<file path="src/rtl/svo_tmds_dec_pkg.sv">
// rtl/svo_tmds_dec_pkg.sv - shared TMDS control-token constants
//
// Purpose: the four TMDS control-period code words. The transmit encoder
// imports the same package, so both ends of the link use one definition.
// Ports: none (package).

package svo_tmds_dec_pkg;

  // Control tokens as din[9:0], din[0] first on the wire.
  localparam logic [9:0] TMDS_CTRL_00 = 10'b1101010100;
  localparam logic [9:0] TMDS_CTRL_01 = 10'b0010101011;
  localparam logic [9:0] TMDS_CTRL_10 = 10'b0101010100;
  localparam logic [9:0] TMDS_CTRL_11 = 10'b1010101011;

endpackage

</file>
<file path="src/rtl/svo_tmds_dec_word.sv">
// rtl/svo_tmds_dec_word.sv - combinational TMDS word classifier and data decoder
//
// Purpose: classify one 10-bit TMDS word as a control token or data, and
// produce the token's control value and the word's decoded data byte.
// Ports:
//   din      in  10  TMDS word, din[0] first on the wire
//   is_token out 1   din is one of the four control tokens
//   ctrl     out 2   control value of the token (00 when not a token)
//   q        out 8   data byte decoded from din (meaningful for data words)

module svo_tmds_dec_word
  import svo_tmds_dec_pkg::*;
(
  input  logic [9:0] din,
  output logic       is_token,
  output logic [1:0] ctrl,
  output logic [7:0] q
);

  logic [7:0] d;
  logic [6:0] x;

  always_comb begin
    is_token = 1'b1;
    ctrl     = 2'b00;
    case (din)
      TMDS_CTRL_00: ctrl = 2'b00;
      TMDS_CTRL_01: ctrl = 2'b01;
      TMDS_CTRL_10: ctrl = 2'b10;
      TMDS_CTRL_11: ctrl = 2'b11;
      default:      is_token = 1'b0;
    endcase
  end

  // din[9] flags a DC-balance inversion; din[8] picks XOR vs XNOR chaining.
  always_comb begin
    d = din[9] ? ~din[7:0] : din[7:0];
    x = d[7:1] ^ d[6:0];
    q = {(din[8] ? x : ~x), d[0]};
  end

endmodule

</file>
<file path="src/rtl/svo_tmds_dec.sv">
// rtl/svo_tmds_dec.sv - TMDS channel decoder with bitslip-based word alignment
//
// Purpose: searches for word alignment by pulsing the deserializer bitslip
// until one control token repeats CTRL_RUN times, then decodes each word into
// de / ctrl / dout. Lock is dropped after LOSS_CYCLES words without a token.
// Optional feature macro: SVO_TMDS_DEC_STATS_EN adds lock_loss_cnt.
// Ports:
//   clk           in  1   pixel clock
//   resetn        in  1   asynchronous active-low reset
//   din           in  10  deserialized word, din[0] first on the wire
//   de            out 1   dout holds pixel data
//   ctrl          out 2   decoded control token (when de=0 and aligned=1)
//   dout          out 8   decoded data byte
//   aligned       out 1   word alignment achieved
//   bitslip       out 1   one-cycle pulse to the deserializer CALIB input
//   lock_loss_cnt out 8   saturating count of lock losses (STATS_EN only)

module svo_tmds_dec
  import svo_tmds_dec_pkg::*;
#(
  parameter int CTRL_RUN      = 16,
  parameter int SEARCH_CYCLES = 2048,
  parameter int SLIP_WAIT     = 16,
  parameter int LOSS_CYCLES   = 4096
) (
  input  logic       clk,
  input  logic       resetn,
  input  logic [9:0] din,
  output logic       de,
  output logic [1:0] ctrl,
  output logic [7:0] dout,
  output logic       aligned,
  output logic       bitslip
`ifdef SVO_TMDS_DEC_STATS_EN
  ,
  output logic [7:0] lock_loss_cnt
`endif
);

  // run_cnt must hold CTRL_RUN itself; the shared timer only counts to N-1.
  localparam int RUN_W    = $clog2(CTRL_RUN + 1);
  localparam int TMR_SPAN = (LOSS_CYCLES >= SEARCH_CYCLES)
                          ? ((LOSS_CYCLES >= SLIP_WAIT) ? LOSS_CYCLES : SLIP_WAIT)
                          : ((SEARCH_CYCLES >= SLIP_WAIT) ? SEARCH_CYCLES : SLIP_WAIT);
  localparam int TMR_W    = $clog2(TMR_SPAN);

  typedef enum logic [1:0] {
    SEARCH,
    SLIP,
    WAIT,
    LOCKED
  } state_t;

  state_t           state, state_nxt;
  logic [RUN_W-1:0] run_cnt, run_nxt;
  logic [TMR_W-1:0] tmr, tmr_nxt;
  logic [9:0]       prev_word;

  logic             w_tok;
  logic [1:0]       w_ctrl;
  logic [7:0]       w_q;
  logic             decode_en;

  svo_tmds_dec_word u_word (
    .din      (din),
    .is_token (w_tok),
    .ctrl     (w_ctrl),
    .q        (w_q)
  );

  always_ff @(posedge clk or negedge resetn) begin
    if (!resetn) begin
      state     <= SEARCH;
      run_cnt   <= '0;
      tmr       <= '0;
      prev_word <= '0;
    end else begin
      state     <= state_nxt;
      run_cnt   <= run_nxt;
      tmr       <= tmr_nxt;
      prev_word <= din;
    end
  end

  // One timer serves all states: search dwell, post-slip settle, loss watch.
  always_comb begin
    state_nxt = state;
    run_nxt   = run_cnt;
    tmr_nxt   = tmr;
    case (state)
      SEARCH: begin
        if (!w_tok)
          run_nxt = '0;
        else if (din != prev_word)
          run_nxt = RUN_W'(1);
        else if (run_cnt != RUN_W'(CTRL_RUN))
          run_nxt = run_cnt + RUN_W'(1);

        // Lock wins over the dwell timer expiring in the same cycle.
        if (run_nxt == RUN_W'(CTRL_RUN)) begin
          state_nxt = LOCKED;
          run_nxt   = '0;
          tmr_nxt   = '0;
        end else if (tmr == TMR_W'(SEARCH_CYCLES - 1)) begin
          state_nxt = SLIP;
          tmr_nxt   = '0;
        end else begin
          tmr_nxt = tmr + TMR_W'(1);
        end
      end
      SLIP: begin
        state_nxt = WAIT;
        run_nxt   = '0;
        tmr_nxt   = '0;
      end
      WAIT: begin
        run_nxt = '0;
        if (tmr == TMR_W'(SLIP_WAIT - 1)) begin
          state_nxt = SEARCH;
          tmr_nxt   = '0;
        end else begin
          tmr_nxt = tmr + TMR_W'(1);
        end
      end
      LOCKED: begin
        run_nxt = '0;
        if (w_tok) begin
          tmr_nxt = '0;
        end else if (tmr == TMR_W'(LOSS_CYCLES - 1)) begin
          state_nxt = SEARCH;
          tmr_nxt   = '0;
        end else begin
          tmr_nxt = tmr + TMR_W'(1);
        end
      end
      default: begin
        state_nxt = SEARCH;
        run_nxt   = '0;
        tmr_nxt   = '0;
      end
    endcase
  end

  // Outputs follow the next state so the locking token is itself decoded and
  // the word that expires the loss timer is already forced to idle.
  assign decode_en = (state_nxt == LOCKED);

  always_ff @(posedge clk or negedge resetn) begin
    if (!resetn) begin
      de      <= 1'b0;
      ctrl    <= 2'b00;
      dout    <= 8'h00;
      aligned <= 1'b0;
      bitslip <= 1'b0;
    end else begin
      aligned <= decode_en;
      bitslip <= (state_nxt == SLIP);
      de      <= decode_en && !w_tok;
      ctrl    <= (decode_en && w_tok) ? w_ctrl : 2'b00;
      dout    <= (decode_en && !w_tok) ? w_q : 8'h00;
    end
  end

`ifdef SVO_TMDS_DEC_STATS_EN
  logic lock_loss;

  assign lock_loss = (state == LOCKED) && (state_nxt == SEARCH);

  always_ff @(posedge clk or negedge resetn) begin
    if (!resetn)
      lock_loss_cnt <= 8'h00;
    else if (lock_loss && lock_loss_cnt != 8'hFF)
      lock_loss_cnt <= lock_loss_cnt + 8'd1;
  end
`endif

endmodule

</file>
<file path="config.mk">
export PLATFORM = sky130hd
export DESIGN_NAME = svo_tmds_dec
export DESIGN_NICKNAME = d
export VERILOG_FILES = /design/src/rtl/svo_tmds_dec_pkg.sv /design/src/rtl/svo_tmds_dec_word.sv /design/src/rtl/svo_tmds_dec.sv
export SDC_FILE = /design/constraint.sdc
export NUM_CORES = 1
export LEC_CHECK = 0
export CAP_MARGIN = 5
export CORE_MARGIN = 2
export CORE_UTILIZATION = 50
export DETAILED_ROUTE_END_ITERATION = 10
export PLACE_DENSITY_LB_ADDON = 0.2
export SYNTH_ARGS = -nofsm -noshare
export SYNTH_HDL_FRONTEND = slang
export SYNTH_SLANG_ARGS = --single-unit
</file>
<file path="constraint.sdc">
create_clock -name clk -period 2.1 [get_ports clk]
set_input_delay 0.315 -clock clk [delete_from_list [all_inputs] [get_ports clk]]
set_output_delay 0.315 -clock clk [all_outputs]
set_load 0.02 [all_outputs]
</file>
Word level (Yosys, flattened, before mapping):

Index checks and enable logic that the tools add are counted.

* word-level logic and storage cells: 59
* register bits after elaboration: 42
* bits of input ports: 12

* bitwise operators: 3
* add/sub/neg operators: 2
* mux-type cells: 24
* equal/unequal tests: 15
* reductions and logical operators: 6

Operator list (count)
* $mux W12: 5
* $pmux W12 S4: 1
* $mux W5: 5
* $eq A10 B10 Y1 const B: 2
* $mux W8: 2
* $add A12 B1 Y12 const B: 1
* $eq A12 B11 Y1 const B: 1
* $eq A12 B12 Y1 const B: 1
* $eq A12 B4 Y1 const B: 1
* $mux W2: 6
* $eq A10 B8 Y1 const B: 1
* $eq A10 B9 Y1 const B: 1
* $ne A10 B10 Y1: 1
* $pmux W5 S2: 1
* $not A8 Y8: 1
* $pmux W2 S4: 1
* $mux W7: 1
* $not A7 Y7: 1
* $xor A7 B7 Y7: 1
* $eq A2 B2 Y1 const B: 3
* $pmux W2 S3: 1
* $add A5 B1 Y5 const B: 1
* $eq A5 B5 Y1 const B: 1
* $ne A5 B5 Y1 const B: 1
* other kinds (7): 9

Depth between registers and ports, before layout:

Gate-level depths: netlist of the first run.

* depth in word-level cells: 11
* gate-level depth with buffers: 9
* mapped depth without buffers: 8

Modules after synthesis:

From an unflattened synthesis of the first run, not the netlist that was laid out.

* cells, all modules: 211
* area total of the unflattened synthesis: 2294.7 um^2

Modules (own cells, without submodules)
* svo_tmds_dec: cells each 176, area an instance 2015.7 um^2, times used 1, seq. area each 1051.0 um^2
* svo_tmds_dec_word: cells each 35, area an instance 279.0 um^2, times used 1, seq. area each 0.0 um^2

Worst setup path before layout of the first run:

OpenSTA, ideal clock, no wires.

* path type: register -> register
* start: register tmr[0]
* end: register tmr[0]
* data arrival time: 1.889 ns
* setup time: 0.150 ns
* setup slack: 0.061 ns
* cell stages (with the launch flop): 10
* cells stage by stage: dfrtp_1 -> ha_1 -> nand3_1 -> or4_4 -> clkinv_2 -> or3_4 -> buf_6 -> inv_4 -> a211oi_4 -> a21oi_1

* cells in the longest elaborated chain, start to end: 4
* elaborated cells between the ends (all ways): 10
* classes of those cells: add/sub: 1; eq/ne: 3; mux: 6

Ends and longest elaborated chain
* from (decl): line svo_tmds_dec.sv:56 `logic [TMR_W-1:0] tmr, tmr_nxt;`
* from (signal assigned): line svo_tmds_dec.sv:80 `tmr <= tmr_nxt;`
* $add A12 B1 Y12, or another cell as far along: line svo_tmds_dec.sv:108, svo_tmds_dec.sv:122, svo_tmds_dec.sv:133
* $mux W12 (on tied branches): line svo_tmds_dec.sv:129, svo_tmds_dec.sv:104
* $mux W12 (on tied branches): line svo_tmds_dec.sv:127, svo_tmds_dec.sv:100
* $pmux W12 S4 (*): line svo_tmds_dec.sv:90 `case (state)`
* named net tmr_nxt[0]: line svo_tmds_dec.sv:56

The timed path passes the listed nets; every way through them passes the cells marked *.

Worst setup path in the final report of the first run:

* start: register tmr[1]
* end: register tmr[5]

The elaborated chain is that of the path after synthesis.

==> impl_metrics.py, run 1 <==
metrics = {
    "run_status": {
        "status": "finished, final reports clean",
    },
    "detailed_routing": {
        "dr.pass1.iters": 4,
        "drt_iter0_drc": 35,
        "drt-vias-per-instance": 5.20,
        "ant_nets": 0,
        "vias": 1586,
        "drc_errors": 0,
        "totalWireLength_mm": 4.28,
        "routedWlPerCell_um": 14.0,
    },
    "cts": {
        "clk-insertion-delay-late_ns": 0.28,
        "cts-buffers-inserted": 5,
        "cts_root_buffer": "clkbuf_8",
        "clockBufferDepth": 2,
        "htreeDepth": 2,
        "clk_pin_slew_ns": 0.07,
        "cts_tree": "done",
        "cts.sinks": 42,
    },
    "logic_synthesis": {
        "ys_types": 46,
        "synth-main-ff-cell": "dfrtp_1",
        "yosysWarnings": 0,
        "yosysTopAreaCell": "dfrtp_1",
        "synth_async_sr_flop_share": 1.00,
        "synth.top_cell.area_share": 0.499,
        "syn_inst": 197,
        "synthesis.nets": 212,
        "seq_area_frac_synth": 0.499,
        "syn_avg_cell_area_um2": 10.7,
        "synth_edf_count": 0,
        "synthesis.area_um2": 2110,
        "synth_area_leaders": "dfrtp_1, xnor2_1, xor2_1",
        "ys_seq_elements": 42,
    },
    "sta": {
        "max_freq_ghz": 0.492,
        "clock_skew_ns": 0.00392,
        "min_period_ns": 2.03,
        "tns_ns": 0,
        "period_share": 0.968,
        "fin_ws_ns": 0.0677,
        "max-slew-margin-rel": 0.571,
        "finalMaxSlewViolations": 0,
        "setup_violations": 0,
        "tightest_slew_ns": 0.644,
        "finalHoldViolCount": 0,
    },
    "power": {
        "powerDensity_nw_per_um2": 760,
        "ir_drop_v": 0.000539,
        "p_leak_nw": 1.23,
    },
    "layout": {
        "n_antenna_cell": 0,
        "fin_nets": 269,
        "drive_gt1_frac": 0.208,
        "fillers": 304,
        "syn2layout_area_growth_pct": 30.1,
        "design_area_um2": 2740,
    },
    "global_routing": {
        "antenna_found_initial": 0,
        "grt_max_degree": 30,
        "busiest_layer": "met2",
        "grt_pass1_vias": 1618,
        "grt_use_met2": 0.358,
        "met1_usage": 0.259,
        "overflow": 0,
        "grt_pass1_wl_mm": 7.20,
        "use_met3": 0.0406,
        "grt.total_usage": 0.206,
    },
    "placed_design": {
        "placed_cell_area_um2": 2590,
        "gp_congestion": 0.834,
        "port_buffers": 24,
        "place_hpwl_mm": 3.21,
        "place_ws_ns": -0.328,
    },
    "setup_path": {
        "crit_fanout": 5,
        "criticalPathCategory": "flop to flop",
        "worstPathCellList": "ha_4 > nand3_1 > or4_4 > clkinv_2 > or3_4 > inv_4 > a211oi_4 > buf_6 > a21oi_1",
        "reg2reg_setup_slack_ns": 0.07,
        "cpLargestDelayFamily": "simple AND/OR/NAND/NOR gates",
        "cp.arrival_ns": 2.20,
        "r2r_start": "tmr[1]",
        "path_buf_inv": 3,
        "end_kind": "flop",
        "cpMaxStageDelayCell": "or4_4",
        "required_ns": 2.27,
        "startpoint": "tmr[1]",
        "critPathLaunchType": "flop",
        "slowest_delay_ns": 0.55,
    },
    "hold_path": {
        "hold_class": "primary input to asynchronous set/reset pin",
    },
    "floorplanning": {
        "start_util": 0.523,
        "core-area_um2": 4030,
        "num_rows": 23,
        "pin_count": 25,
        "die_w_um": 68.9,
        "die_y_um": 68.9,
        "dieArea_um2": 4750,
    },
    "flow_run": {
        "maxCapViolCount": 0,
    },
}
power by group:
group          leakage [nW]  internal, W  total, W  switching, W
Clock                0.0575     0.000332  0.000584      0.000252
Combinational         0.623     0.000273  0.000516      0.000243
Sequential            0.552     0.000885  0.000984     0.0000992
Total                  1.23      0.00149   0.00208      0.000595
final timing paths:
| check | end | cells past startpoint |
|---|---|---|
| worst max-delay path | tmr[5] | 9 |
| worst min-delay path | run_cnt[3] | 1 |
| worst max register to register | tmr[5] | 9 |
| worst min register to register | tmr[0] | 2 |
| max in group asynchronous | tmr[1] | 2 |
| min in group clk | prev_word[8] | 1 |
state kept, by name, indices dropped and copies added, names as in the netlist, 2 cells and up:
register / flops
dout: 8
ctrl: 2
prev_word: 10
run_cnt: 5
tmr: 12
state: 2
what timing repair did:
item,4_1_cts,5_1_grt
gates resized for setup,1,8
pin swaps,0,2
setup buffers,0,1
hold endpoints to repair,0,0
hold buffers,0,0
gates cloned,0,1
endpoints found under the setup margin,9,12
worst reg2reg max path, delay by kind of cell (launching register included):
family | cells | cell delay, ns
buffers and inverters | 3 | 0.28
adders and majority gates | 1 | 0.17
DFF | 1 | 0.42
AOI/OAI and AO/OA | 2 | 0.28
and+or+nand+nor | 3 | 0.77
cell families after synthesis:
family / after synthesis / share of synthesized area
and+or+nand+nor: 77 / 0.214
AOI/OAI and AO/OA: 26 / 0.0837
DFF: 42 / 0.499
adders and majority gates: 3 / 0.0178
xor gates and xnor gates: 34 / 0.141
muxes: 3 / 0.0148
buffers and inverters: 12 / 0.0303
layer usage:
layer  up-vias  routed length, um
met5         -                  0
met4         0                 51
met3         5                 92
met2        19               2140
met1       770               1990
li1        792                  -
cells in the mapped netlist (3+ instances only):
cell and count:
a21oi_1 10, and3_1 5, clkbuf_1 3, ha_1 3
dfrtp_1 42, xor2_1 16, nor3b_1 3, o21ai_0 4
xnor2_1 18, nor4_1 5, nand3_1 6, nor2_1 22
nand2_1 11, or3_1 3, nor3_1 4, inv_1 5
final cells by class:
cell class	instances	area [um2]	share of cell area
clock buffers	8	110	0.0401
inverters	7	30.0	0.0109
multi-input cells	143	1010	0.369
flip-flops and latches	42	1050	0.384
well taps	50	62.6	0.0228
repair buffers	55	477	0.174
layout by cell type, fill, tap and decap left out, types with 6 or more instances in the layout:
master / count
a21oi_1: 10
buf_4: 29
clkbuf_8: 8
clkdlybuf4s50_1: 21
dfrtp_1: 41
nand2_1: 11
nand3_1: 6
nor2_1: 22
xnor2_1: 18
xor2_1: 16
through the flow:
stage                     instances  utilization  hold slack [ns]  power, W
after floorplan                 197            -           0.0194   0.00126
after global placement          295        0.643            0.360   0.00140
after detailed placement        295        0.643            0.381   0.00143
after CTS                       303        0.670           0.0667   0.00202
after global routing            305        0.681           0.0903   0.00221
final                           305        0.681           0.0487   0.00208
Note: power is estimated with default switching activity, not from simulation.
==> run 2: changes to the inputs <==
Settings changed: GPL_TIMING_DRIVEN set to 0.
==> run 2 against run 1 <==
Combinational power increased by 20%. Clock-buffer cell count decreased by 1. Setup slack got worse by 0.075 ns. Largest power group unchanged. Critical path type unchanged. The run now ends with negative setup slack left.
==> impl_metrics.py, run 2 (synthesis results as in run 1) <==
metrics = {
    "setup_path": {
        "cpLargestDelayFamily": "simple AND/OR/NAND/NOR gates",
        "criticalPathCategory": "flop to flop",
        "r2r_start": "tmr[8]",
        "path_buf_inv": 3,
        "rr_worst_depth": 8,
        "reg2reg_setup_slack_ns": -0.008,
        "crit_fanout": 5,
        "crit_end": "tmr[7]",
        "path_depth": 8,
        "worstPathCellList": "nand4_4 > or4_4 > inv_4 > or3_4 > inv_4 > a211oi_4 > clkbuf_16 > a21oi_2",
        "startpoint": "tmr[8]",
        "crit_top_cell": "inv_4",
        "cpMaxStageDelayCell": "or4_4",
        "critPathLaunchType": "flop",
        "reg2reg_to": "tmr[7]",
        "required_ns": 2.28,
        "slowest_delay_ns": 0.54,
        "cp.arrival_ns": 2.28,
        "end_kind": "flop",
    },
    "placed_design": {
        "port_buffers": 24,
        "dp.cells": 272,
        "gp_congestion": 0.746,
        "place_hpwl_mm": 2.74,
    },
    "layout": {
        "reg_top3": "tmr (12), prev_word (10), dout (8)",
        "top_register": "tmr",
        "layout.cells.non_filler": 294,
        "final_cell_mix": "dfrtp_1, nor2_1, xnor2_1, xor2_1, clkdlybuf4s50_1",
        "largest_register_ffs": 12,
        "syn2layout_area_growth_pct": 34.0,
        "layout_commonest_cell": "dfrtp_1",
        "drive_gt1_frac": 0.246,
        "fin_nets": 258,
        "n_antenna_cell": 0,
    },
    "sta": {
        "setup_violations": 4,
        "finalMaxSlewViolations": 0,
        "finalHoldViolCount": 0,
        "max-slew-margin-rel": 0.743,
        "tightest_slew_ns": 0.382,
        "rsz0062_at_grt": "yes",
        "whs_ns": 0.172,
        "clock_skew_ns": 0.00600,
        "fin_ws_ns": -0.00756,
        "period_share": 1.00,
        "min_period_ns": 2.11,
        "tns_ns": -0.0237,
        "max_freq_ghz": 0.474,
    },
    "hold_path": {
        "hold_class": "primary input to flop",
        "hold-path-cell-count": 1,
    },
    "floorplanning": {
        "die_y_um": 68.9,
        "num_rows": 23,
        "pin_count": 25,
        "dieArea_um2": 4750,
        "core-area_um2": 4030,
        "start_util": 0.523,
        "die_w_um": 68.9,
    },
    "cts": {
        "clk-insertion-delay-late_ns": 0.30,
        "htreeDepth": 2,
        "clk_pin_slew_ns": 0.08,
        "clockBufferDepth": 2,
        "cts_tree": "done",
        "cts_root_buffer": "clkbuf_8",
        "cts.sinks": 42,
        "cts-buffers-inserted": 5,
    },
    "detailed_routing": {
        "drt-vias-per-instance": 5.35,
        "dr.pass1.iters": 5,
        "routedWlPerCell_um": 15.0,
        "drc_errors": 0,
        "totalWireLength_mm": 4.40,
        "ant_nets": 0,
        "vias": 1574,
        "drt_iter0_drc": 64,
    },
    "run_status": {
        "status": "finished, violations left",
        "violations": "negative setup slack",
    },
    "global_routing": {
        "grt_max_degree": 42,
        "busiest_layer": "met2",
        "grt.total_usage": 0.203,
        "grt_use_met2": 0.331,
        "grt_pass1_wl_mm": 6.90,
        "overflow": 0,
        "met1_usage": 0.249,
        "antenna_found_initial": 0,
        "grt_pass1_vias": 1523,
        "use_met3": 0.0568,
    },
    "power": {
        "combinationalPowerShare": 0.289,
        "clkPwrFrac": 0.248,
        "seq_power_share": 0.463,
        "p_int_w": 0.00148,
        "powerDensity_nw_per_um2": 760,
        "ir_drop_v": 0.000634,
        "power.net_switching_w": 0.000663,
        "p_sw_frac": 0.309,
        "p_leak_nw": 1.24,
        "p_total_w": 0.00215,
    },
    "flow_run": {
        "maxCapViolCount": 0,
    },
}
==> run 2: per-layer routing <==
layer / vias to the layer above / part of all wire
met3: 12 / 0.040
met1: 753 / 0.44
met5: - / 0
met4: 0 / 0.027
li1: 767 / -
met2: 42 / 0.49
==> run 2: worst min-delay path by stage <==
stage	from	endpoint	slack, ns
global placement	tmr[0]	tmr[0]	0.46
floorplan	resetn	aligned	0.02
CTS	resetn	run_cnt[1]	0.32
finish	din[1]	prev_word[1]	0.17
global route	din[1]	prev_word[1]	0.17
detailed placement	resetn	run_cnt[1]	0.11
==> run 2: what timing repair did <==
| item | in CTS | in global routing |
|---|---|---|
| gates cloned | 0 | 1 |
| hold buffers | 1 | 0 |
| buffers inserted | 8 | 7 |
| gates resized for setup | 15 | 32 |
| pin swaps | 3 | 8 |
| hold endpoints to repair | 2 | 0 |
| setup endpoints to repair | 16 | 19 |
==> run 2: through the flow <==
stage	worst slack, ns	area (um2)	util
global route	-0.0659	2830	0.701
CTS	0.0136	2610	0.647
global placement	-0.744	2410	0.598
floorplan	0.0606	2110	-
finish	-0.00756	2830	0.701
detailed placement	-0.751	2430	0.602
==> run 2: power by group through the flow <==
stage,Sequential (W),Clock [W],Combinational [W]
after floorplan,0.000965,0,0.000291
after global placement,0.000985,0,0.000383
after detailed placement,0.000986,0,0.000393
after CTS,0.000974,0.000549,0.000450
after global routing,0.00101,0.000584,0.000670
final,0.000994,0.000532,0.000621
==> run 2: cell type report <==
type                       count  area, um2
sequential                    42       1060
timing repair buffer          41        412
buffer                         3       26.3
clock buffer                   7       86.3
inverter                       7       31.3
tap                           50       62.6
clock inverter                 1       5.00
fill                         287       1200
multi-input combinational    143       1150
==> run 3: changes to the inputs <==
Settings changed: CORE_MARGIN 2 to 10.
==> run 3 against run 2 <==
The flow still finishes with violations (negative setup slack). Highest routed layer unchanged. Maximum frequency down 1.3%. Critical endpoint is now tmr[9]. Clock skew about the same. Cell area increased by 2.0%. Critical path type unchanged. Sequential cell count unchanged.
==> impl_metrics.py, run 3 (synthesis results as in run 1) <==
metrics = {
    "run_status": {
        "status": "finished, violations left",
        "violations": "negative setup slack",
    },
    "cts": {
        "cts-buffers-inserted": 5,
        "clockBufferDepth": 2,
        "htreeDepth": 2,
        "cts_tree": "done",
        "clk_pin_slew_ns": 0.08,
        "clk-insertion-delay-late_ns": 0.30,
        "cts_root_buffer": "clkbuf_8",
        "cts.sinks": 42,
    },
    "layout": {
        "n_antenna_cell": 0,
        "top_register": "tmr",
        "syn2layout_area_growth_pct": 36.7,
        "fin_nets": 261,
        "final_cell_mix": "dfrtp_1, nor2_1, xnor2_1, xor2_1, buf_4",
        "largest_register_ffs": 12,
        "layout_commonest_cell": "dfrtp_1",
        "drive_gt1_frac": 0.255,
        "fillers": 275,
        "final_core_utilization": 0.716,
        "design_area_um2": 2880,
        "reg_top3": "tmr (12), prev_word (10), dout (8)",
    },
    "placed_design": {
        "placed_cell_area_um2": 2430,
        "port_buffers": 24,
        "place_hpwl_mm": 2.89,
        "gp_congestion": 0.772,
    },
    "hold_path": {
        "min-delay-start": "din[1]",
        "hold-path-cell-count": 1,
        "hold_class": "primary input to flop",
        "whs_endpoint": "prev_word[1]",
    },
    "power": {
        "ir_drop_v": 0.000496,
        "clkPwrFrac": 0.263,
        "seq_power_share": 0.441,
        "p_leak_nw": 1.29,
        "powerDensity_nw_per_um2": 789,
        "power.net_switching_w": 0.000679,
        "p_int_w": 0.00159,
        "combinationalPowerShare": 0.296,
        "p_total_w": 0.00227,
        "p_sw_frac": 0.299,
    },
    "sta": {
        "whs_ns": 0.187,
        "period_share": 1.02,
        "clock_skew_ns": 0.00616,
        "setup_violations": 4,
        "finalMaxSlewViolations": 0,
        "fin_ws_ns": -0.0348,
        "max-slew-margin-rel": 0.652,
        "tightest_slew_ns": 0.518,
        "max_freq_ghz": 0.468,
        "finalHoldViolCount": 0,
        "min_period_ns": 2.13,
    },
    "global_routing": {
        "grt_pass1_wl_mm": 7.28,
        "grt_pass1_vias": 1575,
        "antenna_found_initial": 0,
        "grt_max_degree": 42,
        "overflow": 0,
        "grt.total_usage": 0.121,
    },
    "floorplanning": {
        "num_rows": 23,
        "core-area_um2": 4030,
        "die_w_um": 84.9,
        "start_util": 0.523,
        "dieArea_um2": 7210,
        "die_y_um": 84.9,
        "pin_count": 25,
    },
    "detailed_routing": {
        "highest_layer": "met4",
        "dr.pass1.iters": 5,
        "routedWlPerCell_um": 16.6,
        "drt-met1-wl_mm": 2.10,
        "drt-vias-per-instance": 5.46,
        "drc_errors": 0,
        "totalWireLength_mm": 4.93,
        "route.met3.wl_um": 288,
        "ant_nets": 0,
        "drt_iter0_drc": 169,
        "route.met2.wl_mm": 2.48,
        "vias": 1621,
    },
    "setup_path": {
        "required_ns": 2.29,
        "crit_fanout": 5,
        "rr_worst_depth": 8,
        "reg2reg_setup_slack_ns": -0.03,
        "reg2reg_to": "tmr[9]",
        "end_kind": "flop",
        "cp.arrival_ns": 2.32,
        "criticalPathCategory": "flop to flop",
        "r2r_start": "tmr[5]",
        "critPathLaunchType": "flop",
    },
    "flow_run": {
        "maxCapViolCount": 0,
    },
}
==> run 3: changes by cell type in the layout (fill, tap and decap cells not counted), sizes merged <==
cell          previous run  this run
buf                     18        21
dlygate4sd2              5         3
clkinv                   1         0
dlymetal6s2s             4         6
clkbuf                   9        10
==> run 3: how the worst max path moves through the flow <==
stage	depth (start not counted)	startpoint	slack, ns	endpoint
2_1_floorplan	9	tmr[0]	0.06	tmr[0]
4_1_cts	11	din[8]	-0.15	tmr[1]
3_3_place_gp	9	din[5]	-0.76	tmr[0]
5_1_grt	8	tmr[9]	-0.07	tmr[9]
6_report	8	tmr[5]	-0.03	tmr[9]
3_5_place_dp	9	din[5]	-0.77	tmr[0]
==> run 3: power groups by stage <==
stage	logic, W	registers [W]	clock network [W]
4_1_cts	0.000419	0.000970	0.000613
6_report	0.000673	0.00100	0.000597
3_5_place_dp	0.000389	0.000985	0
3_3_place_gp	0.000382	0.000984	0
2_1_floorplan	0.000291	0.000965	0
5_1_grt	0.000725	0.00101	0.000645
==> run 3: worst max-delay path, stage by stage (launching register included) <==
cell and delay, ns:
dfrtp_1 0.51, nand2_1 0.10, or4_4 0.55, inv_4 0.08, or3_4 0.15, inv_4 0.04
a211oi_4 0.32, clkbuf_16 0.22, a21oi_2 0.05
==> run 3: final cells by class <==
class,instances,area (um2),area share
Sequential cell,42,1060,0.367
Inverter,7,31.3,0.0109
Clock buffer,8,110,0.0382
Tap cell,50,62.6,0.0217
Multi-Input combinational cell,143,1140,0.396
Buffer,3,26.3,0.00911
Timing Repair Buffer,44,454,0.158
==> run 3: layer usage <==
layer,vias up,GRT usage
met3,7,0.0392
met5,-,0
met2,51,0.204
met4,0,0.0359
met1,788,0.143
li1,775,-
==> run 3: what timing repair did <==
action / in CTS / in global routing
gates resized for setup: 11 / 36
endpoints found under the setup margin: 19 / 18
hold buffers: 1 / 0
setup buffers: 4 / 14
hold endpoints to repair: 1 / 0
pin swaps: 3 / 12
cloned: 0 / 1
==> run 3: metrics by stage <==
stage	worst slack (ns)	std cells	setup TNS [ns]
floorplan	0.0606	197	0
finish	-0.0348	297	-0.107
CTS	-0.149	284	-1.30
detailed placement	-0.771	272	-14.20
global route	-0.0697	297	-0.324
global placement	-0.759	271	-27.68
